==> config.mk <==
export PLATFORM = sky130hd
export DESIGN_NAME = anc_pipeline_sequencer
export DESIGN_NICKNAME = d
export VERILOG_FILES = /design/src/rtl/anc_pipeline_sequencer.sv
export SDC_FILE = /design/constraint.sdc
export NUM_CORES = 1
export LEC_CHECK = 0
export BUFFER_PORTS_ARGS = -buffer_cell sky130_fd_sc_hd__buf_4
export CAP_MARGIN = 20
export CELL_PAD_IN_SITES_DETAIL_PLACEMENT = 2
export CELL_PAD_IN_SITES_GLOBAL_PLACEMENT = 2
export CORE_ASPECT_RATIO = 0.5
export CORE_MARGIN = 2
export CORE_UTILIZATION = 35
export DETAILED_ROUTE_END_ITERATION = 16
export GPL_TIMING_DRIVEN = 0
export HOLD_SLACK_MARGIN = 0.1
export PLACE_DENSITY = 0.82
export SLEW_MARGIN = 25
export SYNTH_ARGS = -nofsm -noshare
export SYNTH_HDL_FRONTEND = slang
export SYNTH_SLANG_ARGS = --single-unit
==> constraint.sdc <==
create_clock -name clk_in -period 2.35 [get_ports clk_in]
set_clock_uncertainty 0.1 [all_clocks]
set_input_delay 0.1175 -clock clk_in [delete_from_list [all_inputs] [get_ports clk_in]]
set_output_delay 0.1175 -clock clk_in [all_outputs]
set_load 0.02 [all_outputs]
==> src/rtl/anc_pipeline_sequencer.sv <==
// anc_pipeline_sequencer: steps LP -> CS -> (LMS) -> FIR once per ambient sample,
// with a one-deep pending sample, per-stage timeout abort and sticky overrun/timeout flags.
module anc_pipeline_sequencer #(
  parameter int unsigned TIMEOUT_CYCLES = 4095
) (
  input  logic        clk_in,
  input  logic        rst_n_in,
  input  logic        sample_ready_in,
  input  logic        adapt_en_in,
  input  logic        clear_flags_in,
  input  logic        lp_done_in,
  input  logic        cs_done_in,
  input  logic        lms_done_in,
  input  logic        fir_done_in,
  output logic        lp_start_out,
  output logic        cs_start_out,
  output logic        lms_start_out,
  output logic        fir_start_out,
  output logic        busy_out,
  output logic        frame_done_out,
  output logic        overrun_out,
  output logic        timeout_out,
  output logic [2:0]  stage_out,
  output logic [15:0] frame_count_out
);
  typedef enum logic [2:0] {IDLE = 3'd0, LP = 3'd1, CS = 3'd2, LMS = 3'd3, FIR = 3'd4, DONE = 3'd5} state_t;
  state_t      state;
  logic [15:0] cnt;
  logic        pending, in_stage, first, stage_done, accept, tmo, start_frame;
  assign in_stage    = state inside {LP, CS, LMS, FIR};
  assign first       = cnt == 16'd0;
  assign stage_done  = (state == LP)  ? lp_done_in  :
                       (state == CS)  ? cs_done_in  :
                       (state == LMS) ? lms_done_in :
                       (state == FIR) ? fir_done_in : 1'b0;
  // A done in the start cycle is ignored; a done in the timeout cycle still wins.
  assign accept      = in_stage && !first && stage_done;
  assign tmo         = in_stage && !accept && cnt == 16'(TIMEOUT_CYCLES - 1);
  assign start_frame = pending || sample_ready_in;
  assign lp_start_out   = first && state == LP;
  assign cs_start_out   = first && state == CS;
  assign lms_start_out  = first && state == LMS;
  assign fir_start_out  = first && state == FIR;
  assign busy_out       = state != IDLE;
  assign frame_done_out = state == DONE;
  assign stage_out      = state;
  always_ff @(posedge clk_in or negedge rst_n_in) begin
    if (!rst_n_in) begin
      state           <= IDLE;
      cnt             <= '0;
      pending         <= 1'b0;
      overrun_out     <= 1'b0;
      timeout_out     <= 1'b0;
      frame_count_out <= '0;
    end else begin
      if (tmo) state <= IDLE;
      else
        case (state)
          IDLE:    state <= start_frame ? LP : IDLE;
          LP:      if (accept) state <= CS;
          CS:      if (accept) state <= adapt_en_in ? LMS : FIR;
          LMS:     if (accept) state <= FIR;
          FIR:     if (accept) state <= DONE;
          DONE:    state <= start_frame ? LP : IDLE;
          default: state <= IDLE;
        endcase
      cnt <= (in_stage && !accept && !tmo) ? cnt + 16'd1 : 16'd0;
      // Entering LP from IDLE/DONE consumes pending; a coincident sample becomes the new pending one.
      if (state == IDLE || state == DONE) pending <= pending && sample_ready_in;
      else if (sample_ready_in) pending <= 1'b1;
      overrun_out     <= (in_stage && sample_ready_in && pending) || (overrun_out && !clear_flags_in);
      timeout_out     <= tmo || (timeout_out && !clear_flags_in);
      frame_count_out <= frame_count_out + {15'd0, state == DONE};
    end
  end
endmodule

# [Word level (Yosys, flattened, before mapping)]
# Cells that the tools add are included.
[totals] ff_bits=38 word_cells=62
[classes] add_sub_neg=2 eq_ne=10 mux=15 reduce_logical=29
[ops] op="$mux W3" count=6
[ops] op="$add A16 B1 Y16" count=1
[ops] op="$add A16 B1 Y16 const B" count=1
[ops] op="$eq A16 B12 Y1 const B" count=1
[ops] op="$logic_not A16 Y1" count=1
[ops] op="$mux W16" count=1
[ops] op="$pmux W3 S5" count=1
[ops] op="$logic_and A1 B1 Y1" count=14
[ops] op="$ne A3 B3 Y1 const B" count=4
[ops] op="$mux W1" count=7
[ops] op="$eq A3 B2 Y1 const B" count=2
[ops] op="$eq A3 B3 Y1 const B" count=2
[ops] op="$logic_not A1 Y1" count=4
[ops] op="$logic_or A1 B1 Y1" count=4
[ops] op="$reduce_and A4 Y1" count=1
[ops] op="$reduce_bool A4 Y1" count=1
[ops] op="$eq A3 B1 Y1 const B" count=1
[ops] op="$logic_not A3 Y1" count=1
[ops] op="$reduce_bool A3 Y1" count=1
[ops] op="$reduce_bool A2 Y1" count=1
[ops] op="$reduce_or A2 Y1" count=1

# [Longest topological paths before layout]
# Gate-level depths: netlist of the first run.
[depth] ltp_word=12 ltp_mapped=9

# [Worst setup path before layout of the first run]
# No wires, ideal clock.
[synth_path] path_type="reg-to-reg" from="reg state[2], in the netlist stage_out[2]" to="reg frame_count_out[14]" setup_time_ps=80 arrival_ps=2306 required_ps=2170 path_slack_ps=-136 path_stages_with_launch=10 period_less_slack_ps=2486 path_cell_list="dfrtp_1 buf_2 inv_1 nor2_1 ha_1 ha_1 nand2_1 or2_2 nor2_1 xor2_1"
[synth_via] elab_chain_len=2
[synth_lines] element="start: declaration" line_no="27" text="state_t state;"
[synth_lines] element="start signal: assignment" line_no="59" text="IDLE: state <= start_frame ? LP : IDLE;"
[synth_lines] element="start signal: assignment" line_no="61" text="CS: if (accept) state <= adapt_en_in ? LMS : FIR;"
[synth_lines] element="start signal: assignment" line_no="64" text="DONE: state <= start_frame ? LP : IDLE;"
[synth_lines] element="$eq A3 B3 Y1"
[synth_lines] element="net frame_done_out" line_no="20" text="output logic frame_done_out,"
[synth_lines] element="$add A16 B1 Y16" line_no="73" text="frame_count_out <= frame_count_out + {15'd0, state == DONE};"
[synth_lines] element="end signal: assignment" line_no="73"
[synth_lines] element="end: declaration" line_no="24" text="output logic [15:0] frame_count_out"
# The timed path passes the listed nets, and every way through them passes these cells.
# A chain may end at the register's enable or synchronous reset.

# [Worst setup path after layout of the first run]
[layout_path] from="reg cnt[1]" to="out cs_start_out"
[layout_via] elab_chain_len=2
[layout_lines] element="start: declaration" line_no="28" text="logic [15:0] cnt;"
[layout_lines] element="start signal: assignment" line_no="67" text="cnt <= (in_stage && !accept && !tmo) ? cnt + 16'd1 : 16'd0;"
[layout_lines] element="$logic_not A16 Y1" line_no="31" text="assign first = cnt == 16'd0;"
[layout_lines] element="$logic_and A1 B1 Y1" line_no="41" text="assign cs_start_out = first && state == CS;"
[layout_lines] element="end: declaration" line_no="16" text="output logic cs_start_out,"
# Every way passes these cells.

==> impl_metrics.tcl, run 1 <==
set metrics [dict create \
    status "completed" \
    row_count 19 \
    start_util_pct 36.2 \
    grtUsageMet2_pct 33.7 \
    required_ns 2.13 \
    p_sw_mw 1.07 \
    synth_nets 200 \
    ys_async_sr_fraction_pct 100 \
    max_clock_freq_mhz 443 \
    fin_crit_sh_pct 96.1 \
    holdWs_ns 0.196 \
    place_area_sq_mm 0.00233 \
    drt_iter0_drc 37 \
    synth.top_cell.area_share_pct 48.3 \
    netlist-cell-type-count 40 \
    vias 1566 \
    stdcell_count 308 \
    yosys_register_bits 38 \
    met1_usage_pct 22.6 \
    cts_root_buf "clkbuf_8" \
    die_x_um 110 \
    tns_ns 0 \
    ys_top_cells_by_count "38 x dfrtp_1, 18 x nor2_1, 16 x nand2_1, 15 x xnor2_1, 14 x xor2_1" \
    place.port_buffers 35 \
    yosysMostFrequentCell "dfrtp_1" \
    fin_area_sq_mm 0.00250 \
    yosysTopAreaCell "dfrtp_1" \
    totalPowerFinal_mw 2.53 \
    synthTopCellsByArea "dfrtp_1 48%, xnor2_1 6.7%, xor2_1 6.2%" \
    yosysSeqAreaShare_pct 48.3 \
    synth_flop_cell "dfrtp_1" \
    routed_wl_um 5770 \
    dieArea_sq_mm 0.00628 \
    pwr-share-seq_pct 33.5 \
    h-tree-depth 2 \
    grtUsageMet3_pct 4.34 \
    yosysWarnings 0 \
    clock_sinks 38 \
    nNetsFinal 248 \
    viasPerCell 5.08 \
    clockBufferDepth 2 \
    leakagePower_nw 1.14 \
    hold_violations 0 \
    num-fill-cells 568 \
    grt_pass1_wl_um 9130 \
    route.detailed.drc 0 \
    netSwitchingFraction_pct 42.3 \
    syn_inst 186 \
    antenna_found_initial 0 \
    powerDensity_mw_per_mm2 1010 \
    max_slew_margin_pct 62.1 \
    vdd_drop_max_v 0.000340 \
    cp_max_fo 6 \
    grt_overflow_total 0 \
    tightest_slew_ns 0.563 \
    regArea_sq_um 952 \
    die_height_um 57.0 \
    critPathLaunchType "register" \
    syn_to_final_growth_pct 27.1 \
    grt_usage_pct 19.1 \
    gp_congestion 0.801 \
    p_comb_share_pct 47.0 \
    final_max_slew_viol_count 0 \
    clk_pin_slew_ns 0.07 \
    clkPwrFrac_pct 19.5 \
    detail-route-antenna-nets 0 \
    clk_latency_ns 0.30 \
    critPathKind "reg -> out" \
    finalSetupViolations 0 \
    multiInputGateArea_sq_um 990 \
    maxCapViolations 0 \
    drive_gt1_share_pct 31.5 \
    fin_crit_ns 2.26 \
    grt_pass1_vias 1804 \
    p_int_mw 1.46 \
    antenna_cells 0 \
    grt_max_degree 39 \
    core_area_sq_mm 0.00544 \
    avgSynthCellArea_sq_um 10.6 \
    first_pass_iters 4 \
    wl_per_cell_um 18.7 \
    cts_tree "done" \
    crit_arrival_ns 2.04 \
    numCtsBuffers 5 \
    top_usage_layer "met2" \
    ios 36 \
    synth_enable_flop_cells 0 \
    syn_area_sq_mm 0.00197 \
    placed_cells 294 \
    dp_hpwl_um 3990 \
    hold_class "in -> reg" \
    endpoint_kind "output pin" \
]
==> power by group through the flow <==
stage               clock, mW  sequential (mW)  combinational [mW]
floorplan                   0            0.891               0.677
global placement            0            0.837                1.05
detailed placement          0            0.856                1.10
CTS                     0.492            0.844                1.13
global route            0.528            0.864                1.29
finish                  0.492            0.849                1.19
==> sequential cells by signal, summed over array words and instances (netlist names) <==
register and flops:
cnt 16, overrun_out 1, stage_out 3, timeout_out 1, pending 1, frame_count_out 16
==> cell usage in the layout (no fill, tap or decap), types with 3 or more instances in the layout <==
cell           netlist  routed
nor2_2              10      11
nor3_1               3       3
clkbuf_8             0       6
xor2_1              14      14
nand4_1              8       8
dlygate4sd3_1        0       4
xnor2_1             15      15
o21ai_0              4       4
nand3_1             12      12
ha_1                 5       3
nand2_1             16      16
nor2_1              18      17
and3_1               5       5
dfrtp_1             38      37
inv_1                7       6
buf_4                1      39
==> final timing paths <==
kind	cells after the start	from	slack (ns)	end
setup reg to reg	9	stage_out[1]	0.12	frame_count_out[14]
max in group asynchronous	2	rst_n_in	1.55	stage_out[2]
hold / removal	3	fir_done_in	0.20	stage_out[2]
min in group asynchronous	2	rst_n_in	0.23	cnt[5]
hold reg to reg	1	frame_count_out[15]	0.40	frame_count_out[15]
setup / recovery	7	cnt[1]	0.09	cs_start_out
==> logic make-up after synthesis <==
group                      share of synthesized area [%]
and+or+nand+nor                                     26.2
DFF                                                 48.3
xor gates and xnor gates                            12.9
AOI/OAI and AO/OA                                   4.58
buffers and inverters                               2.80
adders and majority gates                           3.68
muxes                                               1.59
==> per-stage QoR <==
step / setup WS, ns / util [%]
floorplan: 0.0684 / -
global placement: 0.0605 / 42.7
detailed placement: -0.0603 / 42.7
CTS: 0.00404 / 45.3
global route: -0.0221 / 46.0
finish: 0.0916 / 46.0
==> worst max-delay path: stages (launching register included) <==
cell     delay (ns)
dfrtp_1        0.46
inv_1          0.13
ha_1           0.16
nor4b_4        0.22
nand4_2        0.16
buf_4          0.18
nor3b_1        0.24
buf_4          0.19
==> metal layers <==
metal,up-vias,share of wire (%)
met1,795,43
met4,0,1.8
met2,28,52
met5,-,0
met3,11,3.1
li1,732,-
==> cell type report <==
type / count / area share [%]
inverters: 7 / 1.05
well taps: 73 / 3.65
repair buffers: 41 / 12.7
plain buffers: 4 / 1.25
multi-input cells: 137 / 39.5
flip-flops and latches: 38 / 38.0
clock inverters: 2 / 0.500
clock buffers: 6 / 3.30
==> what timing repair did <==
action | in CTS | in global routing
hold endpoints to repair | 41 | 0
pin swaps | 0 | 1
buffers inserted | 0 | 2
hold buffers | 4 | 0
gates resized for setup | 2 | 4
setup endpoints to repair | 2 | 15
(Power assumes the default switching activity.)
==> run 2, diff against run 1 <==
==> constraint.sdc (replaced) <==
create_clock -name clk_in -period 2.35 [get_ports clk_in]
set_clock_uncertainty 0.1 [all_clocks]
set_input_delay 0.235 -clock clk_in [delete_from_list [all_inputs] [get_ports clk_in]]
set_output_delay 0.235 -clock clk_in [all_outputs]
set_load 0.02 [all_outputs]
==> run 2 against run 1 <==
Effect of this change:
- total power shrank 0.21%
- worst setup slack gained 0.010 ns
- wire length grew 2.2%
- maximum frequency grew 0.45%
- via count grew 0.70%
- cell area shrank 0.60%
- global-route usage is essentially flat
- largest cell class unchanged
==> impl_metrics.tcl, run 2 (same netlist as run 1, synthesis figures left out) <==
set metrics [dict create \
    grt_max_degree 39 \
    reg2reg_slack_ns 0.10 \
    max_slew_margin_pct 61.6 \
    vdd_drop_max_v 0.000342 \
    crit_start "stage_out[2]" \
    clk_latency_ns 0.31 \
    viasPerCell 5.15 \
    start_util_pct 36.2 \
    ios 36 \
    syn_to_final_growth_pct 26.4 \
    antenna_found_initial 0 \
    cp_max_fo 10 \
    grt_pass1_wl_um 9110 \
    layout_commonest_cell "buf_4" \
    place_area_sq_mm 0.00233 \
    r2r-end "frame_count_out[12]" \
    hold_class "in -> async" \
    clock_sinks 38 \
    numCtsBuffers 5 \
    ff2ff_path_depth 9 \
    powerDensity_mw_per_mm2 1010 \
    regArea_sq_um 955 \
    status "completed" \
    crit_path_end "frame_count_out[12]" \
    gp_congestion 0.801 \
    finalSetupViolations 0 \
    leakagePower_nw 1.13 \
    tns_ns 0 \
    fin_crit_sh_pct 95.7 \
    required_ns 2.48 \
    endpoint_kind "register" \
    first_pass_iters 4 \
    detail-route-antenna-nets 0 \
    multiInputGateArea_sq_um 990 \
    clk_pin_slew_ns 0.08 \
    p_int_mw 1.44 \
    nNetsFinal 246 \
    dieArea_sq_mm 0.00628 \
    final_cell_mix "38 x buf_4, 35 x dfrtp_1, 17 x nor2_1" \
    netSwitchingFraction_pct 43.1 \
    routed_wl_um 5900 \
    critPathLaunchType "register" \
    cts_root_buf "clkbuf_8" \
    maxCapViolations 0 \
    route.detailed.drc 0 \
    place_ws_ns -0.0603 \
    cts_tree "done" \
    stdcell_count 306 \
    clockBufferDepth 2 \
    place.port_buffers 35 \
    antenna_cells 0 \
    fin_area_sq_mm 0.00249 \
    max_clock_freq_mhz 445 \
    holdWs_ns 0.333 \
    h-tree-depth 2 \
    worstReg2RegStart "stage_out[2]" \
    drt_iter0_drc 42 \
    grt_usage_pct 19.0 \
    p_comb_share_pct 46.0 \
    p_sw_mw 1.09 \
    dp_hpwl_um 3990 \
    grt_overflow_total 0 \
    drive_gt1_share_pct 32.2 \
    hold_violations 0 \
    final_max_slew_viol_count 0 \
    vias 1577 \
    setup_slack_ns 0.102 \
    wl_per_cell_um 19.3 \
    die_x_um 110 \
    tightest_slew_ns 0.570 \
    placed_cells 294 \
    clkPwrFrac_pct 20.2 \
    fin_crit_ns 2.25 \
    num-fill-cells 565 \
    core_area_sq_mm 0.00544 \
    critPathKind "reg -> reg" \
    grt_pass1_vias 1790 \
    totalPowerFinal_mw 2.52 \
    die_height_um 57.0 \
    crit_arrival_ns 2.37 \
    pwr-share-seq_pct 33.8 \
    fin_util_pct 45.7 \
    rsz0062_at_grt "yes" \
    row_count 19 \
]
==> run 2: critical path, cell delays in order (launching register included) <==
cell and delay, ns:
dfrtp_2 0.45, buf_4 0.20, inv_1 0.10, nor2_2 0.15
ha_2 0.27, ha_4 0.18, nand2_1 0.09, or2_2 0.33
nor2_1 0.13, xor2_1 0.17
==> run 2: cell type report <==
cell class | instances | area share (%)
multi-input combinational | 137 | 39.8
sequential | 38 | 38.4
buffer | 4 | 1.26
clock inverter | 2 | 0.503
timing repair buffer | 39 | 12.1
clock buffer | 6 | 3.32
inverter | 7 | 1.06
tap | 73 | 3.67
==> run 2: worst min path at each step <==
stage | startpoint | end | depth (start not counted)
after floorplan | rst_n_in | cnt[0] | 0
after global placement | rst_n_in | cnt[10] | 1
after detailed placement | rst_n_in | cnt[11] | 1
after CTS | fir_done_in | stage_out[2] | 3
after global routing | rst_n_in | cnt[11] | 2
final | rst_n_in | cnt[11] | 2
==> run 2: what timing repair did <==
| item | in CTS | in global routing |
|---|---|---|
| buffers inserted | 1 | 0 |
| hold buffers | 3 | 0 |
| pin swaps | 1 | 1 |
| endpoints found under the setup margin | 4 | 17 |
| endpoints found under the hold margin | 41 | 0 |
| gates resized for setup | 2 | 6 |
==> run 2: per-layer routing <==
layer	vias to the layer above	part of all wire [%]	track usage (%)
met1	806	42	22.7
met4	0	3.1	7.23
met5	-	0	0
li1	724	-	-
met3	13	3.7	4.34
met2	34	52	33.7
==> run 2: power by group through the flow <==
stage	Sequential (mW)	Clock, mW	Combinational, mW
2_1_floorplan	0.891	0	0.677
3_3_place_gp	0.837	0	1.05
3_5_place_dp	0.856	0	1.10
4_1_cts	0.844	0.492	1.14
5_1_grt	0.869	0.546	1.26
6_report	0.853	0.510	1.16
